[config.mk]
export PLATFORM = sky130hd
export DESIGN_NAME = serial_addsub
export DESIGN_NICKNAME = d
export VERILOG_FILES = /design/src/rtl/serial_addsub_pkg.sv /design/src/rtl/full_adder.sv /design/src/rtl/serial_addsub.sv
export SDC_FILE = /design/constraint.sdc
export NUM_CORES = 1
export LEC_CHECK = 0
export BUFFER_PORTS_ARGS = -buffer_cell sky130_fd_sc_hd__buf_4
export CELL_PAD_IN_SITES_DETAIL_PLACEMENT = 1
export CELL_PAD_IN_SITES_GLOBAL_PLACEMENT = 2
export CORE_ASPECT_RATIO = 0.6
export CORE_MARGIN = 2
export CORE_UTILIZATION = 34
export DETAILED_ROUTE_END_ITERATION = 12
export PLACE_DENSITY = 0.77
export SYNTH_ARGS = -nofsm -noshare
export SYNTH_HDL_FRONTEND = slang
export SYNTH_SLANG_ARGS = --single-unit
[constraint.sdc]
create_clock -name clk -period 1.66 [get_ports clk]
set_input_delay 0.332 -clock clk [delete_from_list [all_inputs] [get_ports clk]]
set_output_delay 0.332 -clock clk [all_outputs]
set_load 0.005 [all_outputs]
[src/rtl/serial_addsub_pkg.sv]
// Shared types and constants for the bit-serial adder/subtractor.
package serial_addsub_pkg;

  typedef enum logic [1:0] {
    IDLE  = 2'd0,
    SHIFT = 2'd1,
    DONE  = 2'd2
  } state_t;

  localparam logic OP_ADD = 1'b0;
  localparam logic OP_SUB = 1'b1;

endpackage

[src/rtl/full_adder.sv]
// One-bit combinational full-adder slice, the same cell a ripple-carry adder chains.
module full_adder (
  input  logic a,
  input  logic b,
  input  logic ci,
  output logic s,
  output logic co
);

  assign s  = a ^ b ^ ci;
  assign co = (a & b) | (a & ci) | (b & ci);

endmodule

[src/rtl/serial_addsub.sv]
// Bit-serial adder/subtractor: one full-adder slice reused over WIDTH cycles, LSB first.
module serial_addsub
  import serial_addsub_pkg::*;
#(
  parameter int WIDTH = 4
) (
  input  logic             clk,
  input  logic             rst_n,
  input  logic             in_valid,
  output logic             in_ready,
  input  logic [WIDTH-1:0] a,
  input  logic [WIDTH-1:0] b,
  input  logic             sub,
  output logic             out_valid,
  input  logic             out_ready,
  output logic [WIDTH-1:0] s,
  output logic             co,
  output logic             ovf
);

  localparam int CW = (WIDTH > 1) ? $clog2(WIDTH) : 1;

  state_t           state_reg;
  logic [WIDTH-1:0] a_reg;
  logic [WIDTH-1:0] b_reg;
  logic [WIDTH-2:0] res_reg;
  logic [WIDTH-1:0] s_reg;
  logic             carry_reg;
  logic             co_reg;
  logic             ovf_reg;
  logic [CW-1:0]    cnt_reg;

  logic             fa_s;
  logic             fa_co;
  logic [WIDTH-1:0] res_next;

  full_adder u_fa (
    .a  (a_reg[0]),
    .b  (b_reg[0]),
    .ci (carry_reg),
    .s  (fa_s),
    .co (fa_co)
  );

  // New sum bit enters from the MSB side; after the last shift this is the full result.
  assign res_next = {fa_s, res_reg};

  always_ff @(posedge clk or negedge rst_n) begin
    if (!rst_n) begin
      state_reg <= IDLE;
      a_reg     <= '0;
      b_reg     <= '0;
      res_reg   <= '0;
      s_reg     <= '0;
      carry_reg <= 1'b0;
      co_reg    <= 1'b0;
      ovf_reg   <= 1'b0;
      cnt_reg   <= '0;
    end else begin
      case (state_reg)
        IDLE: begin
          if (in_valid) begin
            a_reg     <= a;
            b_reg     <= b ^ {WIDTH{sub == OP_SUB}};
            carry_reg <= sub;
            cnt_reg   <= '0;
            state_reg <= SHIFT;
          end
        end
        SHIFT: begin
          a_reg     <= a_reg >> 1;
          b_reg     <= b_reg >> 1;
          carry_reg <= fa_co;
          res_reg   <= res_next[WIDTH-1:1];
          if (cnt_reg == CW'(WIDTH - 1)) begin
            // carry_reg here is the carry into the MSB, fa_co the carry out of it.
            s_reg     <= res_next;
            co_reg    <= fa_co;
            ovf_reg   <= carry_reg ^ fa_co;
            state_reg <= DONE;
          end else begin
            cnt_reg <= cnt_reg + 1'b1;
          end
        end
        DONE: begin
          if (out_ready) begin
            state_reg <= IDLE;
          end
        end
        default: state_reg <= IDLE;
      endcase
    end
  end

  assign in_ready  = (state_reg == IDLE);
  assign out_valid = (state_reg == DONE);
  assign s         = s_reg;
  assign co        = co_reg;
  assign ovf       = ovf_reg;

endmodule

==> results of run 1 <==
final cells by class:
type                            count  area, um2  share of cell area
Sequential cell                    22      551.8              0.4232
Multi-Input combinational cell     65      467.9              0.3589
Timing Repair Buffer               24      182.7              0.1401
Tap cell                           42      52.55             0.04031
Clock buffer                        3      41.29             0.03167
Inverter                            2      7.507            0.005758
logic make-up (layout without fill, tap and decap cells):
logic type      Yosys count  after routing  share of synthesized area
compound gates           30             30                     0.1781
flops                    22             22                     0.5189
mux                       8              8                    0.08491
fa+ha+maj                 2              2                    0.03066
xor+xnor                  5              5                    0.04127
buf+inv                   7             29                    0.04009
simple gates             20             20                     0.1061
cell usage after synthesis:
master    number
buf_2          1
nand2_1        4
ha_1           1
and2_1         1
nor2b_1        6
nor3_1         1
a22o_1         3
o21ai_0       12
mux2_2         8
dfrtp_1       22
clkbuf_1       2
fa_1           1
xnor2_1        1
nor2b_2        2
xor2_1         4
a221o_1        3
a21oi_1        7
nor2_1         4
buf_6          2
a22oi_1        5
inv_1          2
nand3_1        1
nand3b_2       1
worst reg2reg max path, delay by kind of cell, from the launching register on:
family | cells | cell delay, ns
simple gates | 1 | 0.45
mux | 1 | 0.40
flops | 1 | 0.50
power groups by stage:
stage	Sequential, mW	Clock (mW)	Combinational, mW
detailed placement	0.986	0	0.953
global route	1.03	0.360	1.08
floorplan	0.907	0	0.685
global placement	0.970	0	0.915
CTS	0.976	0.339	0.966
finish	0.976	0.327	0.956
layer usage:
metal  track usage  up-vias  share of wire  routed length (um)
met5             0        -              0                   0
met4       0.03273        0         0.0032                   8
met3       0.05192        2          0.045                 114
met2        0.2786       17           0.44                1101
met1        0.2102      393           0.51                1298
li1              -      381              -                   -
how the worst max path moves through the flow:
stage	start	to	slack [ns]	depth (start not counted)
detailed placement	state_reg[1]	res_reg[2]	0.16	2
CTS	state_reg[1]	out_valid	0.001	4
global placement	state_reg[1]	res_reg[0]	0.19	2
finish	state_reg[1]	out_valid	0.13	4
floorplan	carry_reg	res_reg[2]	0.39	2
global route	state_reg[1]	out_valid	0.03	4
repair_timing:
item                                    in CTS  in global routing
hold endpoints to repair                    22                  0
hold buffers                                 1                  0
resized for setup                            0                  1
endpoints found under the setup margin       0                  1
==> impl_metrics.py, run 1 <==
metrics = {
    "critical_path": {
        "worstPathCellList": "buf_4 -> nand2_1 -> inv_1 -> buf_4",
        "path_buf_inv": 3,
        "arrival_ns": 1.20,
        "cp.required_ns": 1.33,
        "critical_path.startpoint_type": "flop",
        "setup.reg_to_reg.worst_slack_ns": 0.20,
        "endpoint_kind": "output pin",
        "critical_path.top_delay_family": "flip-flops",
        "maximum_net_fanout_on_the_critical_path": 10,
        "path_class": "reg -> out",
        "cpPeakStageDelay_ns": 0.50,
        "cp_common_cell": "buf_4",
        "crit_slowest_cell": "dfrtp_2",
        "crit-reg2reg-launch": "state_reg[1]",
        "timing.reg2reg.worst_path_depth": 2,
        "end_of_the_worst_register_to_register_path": "res_reg[2]",
    },
    "place": {
        "post-dp-hpwl_um": 1843,
        "pre_cts_ws_ns": 0.1595,
        "io_buffer_count": 20,
        "place_area_um2": 1251,
        "placed_cells_incl_taps": 154,
        "gp_routability_congestion": 0.6828,
    },
    "finish": {
        "fillerInstances": 347,
        "mostFrequentLayoutCells": "buf_4 (23), dfrtp_1 (21), o21ai_0 (12), mux2_2 (8), a21oi_1 (7)",
        "layout-drive-gt1-share": 0.3276,
        "finish.instance_area_um2": 1304,
        "nets": 133,
        "final_core_utilization": 0.4453,
        "layout.cells.non_filler": 158,
        "mostFrequentLayoutCell": "buf_4",
        "syn_to_final_growth_pct": 22.88,
        "num_antenna_cells": 0,
    },
    "sta": {
        "setup_violations": 0,
        "finalWorstPathRequiredPeriod_ns": 1.534,
        "worst-slew-pin-transition_ns": 0.5044,
        "setup_repair_after_global_routing_missed_its_margin": "false",
        "hold_violations": 0,
        "drv_slew": 0,
        "worst_hold_slack_ns": 0.2652,
        "timing.setup.tns_ns": 0,
        "fmax_mhz": 651.8,
        "clk_skew_ns": 0.001904,
        "post-route-worst-setup-slack_ns": 0.1257,
        "final.period_utilization": 0.9243,
        "maxSlewHeadroom": 0.6622,
    },
    "run_status": {
        "run_status": "completed",
    },
    "synthesis": {
        "synth.yosys.seq_area_share": 0.5189,
        "synthTopCellsByArea": "dfrtp_1 (52%), mux2_2 (8.5%), o21ai_0 (5.7%), a22oi_1 (3.5%), nor2b_1 (3.5%)",
        "syn-instance-count": 94,
        "biggest_area_consumer_among_synthesized_cells": "dfrtp_1",
        "mean_area_per_synthesized_cell_um2": 11.29,
        "synth.top_cell.area_share": 0.5189,
        "synth_seq_cells": 22,
        "synthesis.yosys.warnings": 0,
        "synth_cell_type_count": 23,
        "postSynthNetCount": 109,
        "post_synth_instance_area_um2": 1061,
    },
    "min_path": {
        "hp-start": "out_ready",
        "hold_end": "state_reg[1]",
        "min-delay-path-class": "in -> reg",
        "whs_path_depth": 2,
    },
    "global_routing": {
        "gr-usage-all-layers": 0.1621,
        "grt-ovfl-total": 0,
        "antenna_found_initial": 0,
        "grt_start_max_net_pins": 23,
        "via_count_of_the_first_global_routing_pass": 833,
        "grt_pass1_wl_um": 4291,
    },
    "clock_tree": {
        "post_cts_buffers": 0,
        "tritoncts": "built",
        "cts_buffers": 3,
        "cts-root-to-sink-buffers": 2,
        "clkLatencyLatePin_ns": 0.26,
        "htree_levels": 1,
        "clock_tree_root_buffer_cell": "clkbuf_8",
        "worst_path_clk_slew_ns": 0.07,
        "cts_num_sinks": 22,
    },
    "detailed_routing": {
        "drt.antenna.violating_nets": 0,
        "routed_wire_length_per_instance_um": 15.97,
        "initial_drt_markers": 27,
        "drt_first_pass_iters": 4,
        "route.detailed.vias_per_inst": 5.019,
        "drc": 0,
        "totalWireLength_um": 2523,
        "routed-via-count": 793,
    },
    "floorplanning": {
        "initial_utilization": 0.3624,
        "placement_rows": 15,
        "core_area_um2": 2928,
        "floorplan.io_pins": 21,
        "floorplan_die_area_um2": 3598,
        "fp.dieW_um": 76.12,
        "fp.dieH_um": 47.27,
    },
    "pwr": {
        "power_leakage_nw": 0.6040,
        "pwr_density_cell_nw_per_um2": 1732,
        "fin_total_pwr_mw": 2.259,
        "power_frac_clock": 0.145,
        "switching_power_mw": 0.8070,
        "sw_frac_of_total": 0.3573,
        "seq_power_share": 0.432,
        "comb_power_share": 0.423,
        "ir_drop_mv": 0.6278,
        "power_report.internal_total_mw": 1.452,
    },
    "job": {
        "drv.max_cap_violation_count": 0,
    },
}
(Power assumes the default switching activity.)
==> run 2: changes to the inputs <==
- CORE_UTILIZATION: 34 -> 35
- CTS_BUF_LIST: unset -> sky130_fd_sc_hd__clkbuf_8
- PLACE_DENSITY: 0.77 -> 0.79
==> run 2 against run 1 <==
  * Highest routed layer unchanged
  * Worst hold slack improved by 0.0084 ns
  * Sequential cell count did not move
  * Largest power group unchanged
  * Critical path type unchanged
  * Critical endpoint unchanged
  * Final area rose by 2.4%
==> impl_metrics.py, run 2 (synthesis gave the netlist of run 1 again) <==
metrics = {
    "run_status": {
        "run_status": "completed",
    },
    "floorplanning": {
        "fp.dieH_um": 46.65,
        "placement_rows": 15,
        "fp.dieW_um": 75.08,
        "floorplan.io_pins": 21,
        "floorplan_die_area_um2": 3502,
        "initial_utilization": 0.3695,
        "core_area_um2": 2872,
    },
    "global_routing": {
        "gr-usage-all-layers": 0.1761,
        "via_count_of_the_first_global_routing_pass": 860,
        "grt_pass1_wl_um": 4291,
        "antenna_found_initial": 0,
        "grt-ovfl-total": 0,
        "grt_start_max_net_pins": 23,
    },
    "critical_path": {
        "critical_path.startpoint_type": "flop",
        "maximum_net_fanout_on_the_critical_path": 10,
        "worstPathCellList": "buf_4 -> nand2_1 -> inv_1 -> buf_4",
        "path_class": "reg -> out",
        "cp.required_ns": 1.33,
        "cp_common_cell": "buf_4",
        "crit_slowest_cell": "dfrtp_2",
        "endpoint_kind": "output pin",
        "cpPeakStageDelay_ns": 0.49,
        "arrival_ns": 1.19,
        "setup.reg_to_reg.worst_slack_ns": 0.23,
    },
    "sta": {
        "fmax_mhz": 656.7,
        "worst-slew-pin-transition_ns": 0.4499,
        "hold_violations": 0,
        "finalWorstPathRequiredPeriod_ns": 1.523,
        "final.period_utilization": 0.9173,
        "maxSlewHeadroom": 0.6987,
        "setup_repair_after_global_routing_missed_its_margin": "false",
        "setup_violations": 0,
        "clk_skew_ns": 0.009621,
        "drv_slew": 0,
        "timing.setup.tns_ns": 0,
    },
    "job": {
        "drv.max_cap_violation_count": 0,
    },
    "detailed_routing": {
        "drc": 0,
        "routed-via-count": 826,
        "initial_drt_markers": 26,
        "route.detailed.vias_per_inst": 5.195,
        "drt_first_pass_iters": 2,
        "routed_wire_length_per_instance_um": 15.64,
        "totalWireLength_um": 2486,
        "drt.antenna.violating_nets": 0,
    },
    "clock_tree": {
        "tritoncts": "built",
        "worst_path_clk_slew_ns": 0.09,
        "htree_levels": 1,
        "cts_buffers": 3,
        "clkLatencyLatePin_ns": 0.27,
        "cts-root-to-sink-buffers": 2,
        "cts_num_sinks": 22,
        "clock_tree_root_buffer_cell": "clkbuf_8",
    },
    "place": {
        "post-dp-hpwl_um": 1717,
        "io_buffer_count": 20,
        "gp_routability_congestion": 0.7305,
    },
    "pwr": {
        "seq_power_share": 0.406,
        "ir_drop_mv": 0.6772,
        "sw_frac_of_total": 0.3393,
        "comb_power_share": 0.381,
        "pwr_density_cell_nw_per_um2": 1827,
        "power_frac_clock": 0.213,
        "power_report.internal_total_mw": 1.611,
        "switching_power_mw": 0.8274,
        "power_leakage_nw": 0.6184,
    },
    "finish": {
        "mostFrequentLayoutCell": "buf_4",
        "syn_to_final_growth_pct": 25.83,
        "final_core_utilization": 0.4649,
        "layout-drive-gt1-share": 0.3419,
        "nets": 133,
        "mostFrequentLayoutCells": "buf_4 (23), dfrtp_1 (20), o21ai_0 (12), mux2_2 (8), a21oi_1 (7)",
        "num_antenna_cells": 0,
    },
    "min_path": {
        "min-delay-path-class": "in -> reg",
    },
}
[run 2: cell count changes in the layout (fill, tap and decap cells not counted), sizes merged]
cell | previous run | this run
bufinv | 0 | 1
[run 2: worst max-delay path: cells and delay by family, from the launching register on]
family	cells	cell delay (ns)
flops	1	0.49
buf+inv	3	0.35
simple gates	1	0.08
[run 2: routing by layer]
metal,GRT usage,up-vias,part of all wire
li1,-,381,-
met1,0.2483,422,0.52
met2,0.2509,18,0.42
met3,0.06127,5,0.051
met4,0.06071,0,0.014
met5,0,-,0
[run 2: cell type report]
type | instances | area, um2
inverters | 2 | 7.507
flip-flops and latches | 22 | 553.0
well taps | 42 | 52.55
repair buffers | 24 | 182.7
clock buffers | 3 | 41.29
clock inverters | 1 | 30.03
multi-input cells | 65 | 467.9
fillers | 318 | 1536
[run 2: power by group through the flow]
stage	logic (mW)	clock network [mW]	registers (mW)
after floorplan	0.685	0	0.907
after global placement	0.900	0	0.979
after detailed placement	0.923	0	0.994
after CTS	0.940	0.524	0.988
after global routing	1.06	0.545	1.04
final	0.930	0.519	0.990
[run 2: repair_timing]
item / CTS / global route
setup endpoints to repair: 0 / 4
hold buffers: 1 / 0
hold endpoints to repair: 22 / 0
gates resized for setup: 0 / 2
setup buffers: 0 / 0
[run 2: final timing paths]
kind,startpoint,endpoint,cells past startpoint
hold reg to reg,ovf,ovf,2
max in group asynchronous,rst_n,state_reg[1],2
setup / recovery,state_reg[1],out_valid,4
min in group asynchronous,rst_n,co,2
hold / removal,out_ready,state_reg[1],2
setup reg to reg,state_reg[0],res_reg[1],2
[run 2: per-stage QoR]
| step | cell area [um2] | setup WS [ns] | hold slack (ns) | cells | power (mW) |
|---|---|---|---|---|---|
| 2_1_floorplan | 1061 | 0.3911 | 0.03641 | 94 | 1.593 |
| 3_3_place_gp | 1251 | 0.2084 | 0.2394 | 154 | 1.879 |
| 3_5_place_dp | 1251 | 0.1637 | 0.2413 | 154 | 1.917 |
| 4_1_cts | 1333 | 0.03057 | 0.2742 | 159 | 2.452 |
| 5_1_grt | 1335 | 0.05342 | 0.2662 | 159 | 2.646 |
| 6_report | 1335 | 0.1373 | 0.2736 | 159 | 2.439 |
==> run 3: changes to the inputs <==
- CAP_MARGIN: unset -> 40
- REMOVE_ABC_BUFFERS: unset -> 1
==> run 3 against run 2 <==
  * Via count decreased by 5.0%
  * Final cell count decreased by 0.63%
  * Critical path type unchanged
  * Sequential cell count unchanged
  * Largest power group unchanged
  * Highest routed layer unchanged
  * Die area unchanged
  * Power decreased by 6.8%
  * Wire length decreased by 5.3%
  * Sequential share of layout area increased by 0.75 points
  * Worst hold slack got worse by 0.018 ns
  * Clock power decreased by 25%
  * Setup slack improved by 0.026 ns
  * Combinational power decreased by 4.3%
==> impl_metrics.py, run 3 (synthesis gave the netlist of run 1 again) <==
metrics = {
    "finish": {
        "mostFrequentLayoutCell": "buf_4",
        "fillerInstances": 321,
        "layout-drive-gt1-share": 0.3362,
        "nets": 132,
        "finish.instance_area_um2": 1311,
        "num_antenna_cells": 0,
        "final_core_utilization": 0.4566,
        "mostFrequentLayoutCells": "buf_4 (22), dfrtp_1 (20), o21ai_0 (12), mux2_2 (8), a21oi_1 (7)",
        "syn_to_final_growth_pct": 23.59,
    },
    "global_routing": {
        "via_count_of_the_first_global_routing_pass": 814,
        "grt_start_max_net_pins": 23,
        "gr-usage-all-layers": 0.1645,
        "grt_pass1_wl_um": 4084,
        "grt-ovfl-total": 0,
        "antenna_found_initial": 0,
    },
    "detailed_routing": {
        "top_layer_used": "met4",
        "detailroute.wirelength.met3_um": 76,
        "routed-via-count": 785,
        "totalWireLength_um": 2355,
        "route.detailed.vias_per_inst": 4.968,
        "routed_wl_met2_um": 1012,
        "drt-met1-wl_um": 1233,
        "drt_first_pass_iters": 4,
        "routed_wire_length_per_instance_um": 14.91,
        "initial_drt_markers": 16,
        "drt.antenna.violating_nets": 0,
        "drc": 0,
    },
    "clock_tree": {
        "htree_levels": 1,
        "worst_path_clk_slew_ns": 0.08,
        "tritoncts": "built",
        "cts_num_sinks": 22,
        "cts-root-to-sink-buffers": 2,
        "clock_tree_root_buffer_cell": "clkbuf_8",
        "cts_buffers": 3,
        "clkLatencyLatePin_ns": 0.27,
    },
    "job": {
        "drv.max_cap_violation_count": 0,
    },
    "floorplanning": {
        "fp.dieW_um": 75.08,
        "floorplan_die_area_um2": 3502,
        "placement_rows": 15,
        "core_area_um2": 2872,
        "floorplan.io_pins": 21,
        "fp.dieH_um": 46.65,
        "initial_utilization": 0.3695,
    },
    "critical_path": {
        "crit_path_capture": "in_ready",
        "setup.reg_to_reg.worst_slack_ns": 0.23,
        "path_class": "reg -> out",
        "timing.reg2reg.worst_path_depth": 2,
        "end_of_the_worst_register_to_register_path": "res_reg[1]",
        "maximum_net_fanout_on_the_critical_path": 13,
        "cp.required_ns": 1.33,
        "endpoint_kind": "output pin",
        "crit_start": "state_reg[1]",
        "arrival_ns": 1.17,
        "critical_path.startpoint_type": "flop",
        "crit-reg2reg-launch": "state_reg[1]",
    },
    "place": {
        "place_area_um2": 1244,
        "post-dp-hpwl_um": 1746,
        "gp_routability_congestion": 0.7344,
        "io_buffer_count": 20,
        "pre_cts_ws_ns": 0.1685,
    },
    "pwr": {
        "pwr_density_cell_nw_per_um2": 1734,
        "power_frac_clock": 0.171,
        "seq_power_share": 0.437,
        "fin_total_pwr_mw": 2.274,
        "sw_frac_of_total": 0.3469,
        "power_report.internal_total_mw": 1.485,
        "switching_power_mw": 0.7887,
        "power_leakage_nw": 0.6056,
        "comb_power_share": 0.392,
        "ir_drop_mv": 0.7390,
    },
    "min_path": {
        "min-delay-path-class": "in -> reg",
    },
    "sta": {
        "post-route-worst-setup-slack_ns": 0.1629,
        "setup_repair_after_global_routing_missed_its_margin": "false",
        "finalWorstPathRequiredPeriod_ns": 1.497,
        "drv_slew": 0,
        "timing.setup.tns_ns": 0,
        "final.period_utilization": 0.9019,
        "worst-slew-pin-transition_ns": 0.4399,
        "clk_skew_ns": 0.007691,
        "hold_violations": 0,
        "fmax_mhz": 667.9,
        "setup_violations": 0,
        "maxSlewHeadroom": 0.7054,
    },
    "run_status": {
        "run_status": "completed",
    },
}
[run 3: worst min-delay path by stage]
stage / from / to / slack (ns) / cells after the start
floorplan: rst_n / a_reg[0] / 0.04 / 0
detailed placement: rst_n / a_reg[0] / 0.24 / 1
global placement: rst_n / a_reg[0] / 0.24 / 1
CTS: out_ready / state_reg[1] / 0.26 / 2
global route: out_ready / state_reg[1] / 0.26 / 2
finish: out_ready / state_reg[1] / 0.26 / 2
[run 3: what timing repair did]
item                                    CTS  global route
endpoints found under the hold margin    22             0
resized for setup                         0             2
setup buffers                             0             0
hold buffers                              1             0
endpoints found under the setup margin    0             2
[run 3: layout make-up]
class / instances / area (um2) / share of cell area
Sequential cell: 22 / 553.0 / 0.4218
Multi-Input combinational cell: 65 / 467.9 / 0.3569
Timing Repair Buffer: 23 / 175.2 / 0.1336
Clock buffer: 4 / 55.05 / 0.04198
Tap cell: 42 / 52.55 / 0.04008
Inverter: 2 / 7.507 / 0.005725
[run 3: power by group through the flow]
stage	clock [mW]	combinational, mW	sequential, mW
after detailed placement	0	0.895	1.01
after global placement	0	0.861	0.989
after CTS	0.394	0.905	0.994
after global routing	0.427	1.01	1.04
after floorplan	0	0.572	0.952
final	0.389	0.890	0.994
[run 3: metrics by stage]
| stage | hold WS (ns) | instances |
|---|---|---|
| finish | 0.2561 | 158 |
| CTS | 0.2625 | 158 |
| floorplan | 0.03641 | 89 |
| global route | 0.2629 | 158 |
| global placement | 0.2362 | 153 |
| detailed placement | 0.2380 | 153 |
[run 3: metal layers]
metal  up-vias  GRT usage
li1        377          -
met1       389     0.2311
met2        15     0.2509
met3         4    0.03939
met4         0    0.05357
met5         -          0
[run 3: critical path: stages (launching register included)]
cell,delay (ns)
dfrtp_2,0.51
buf_4,0.19
nor2_1,0.08
buf_4,0.11
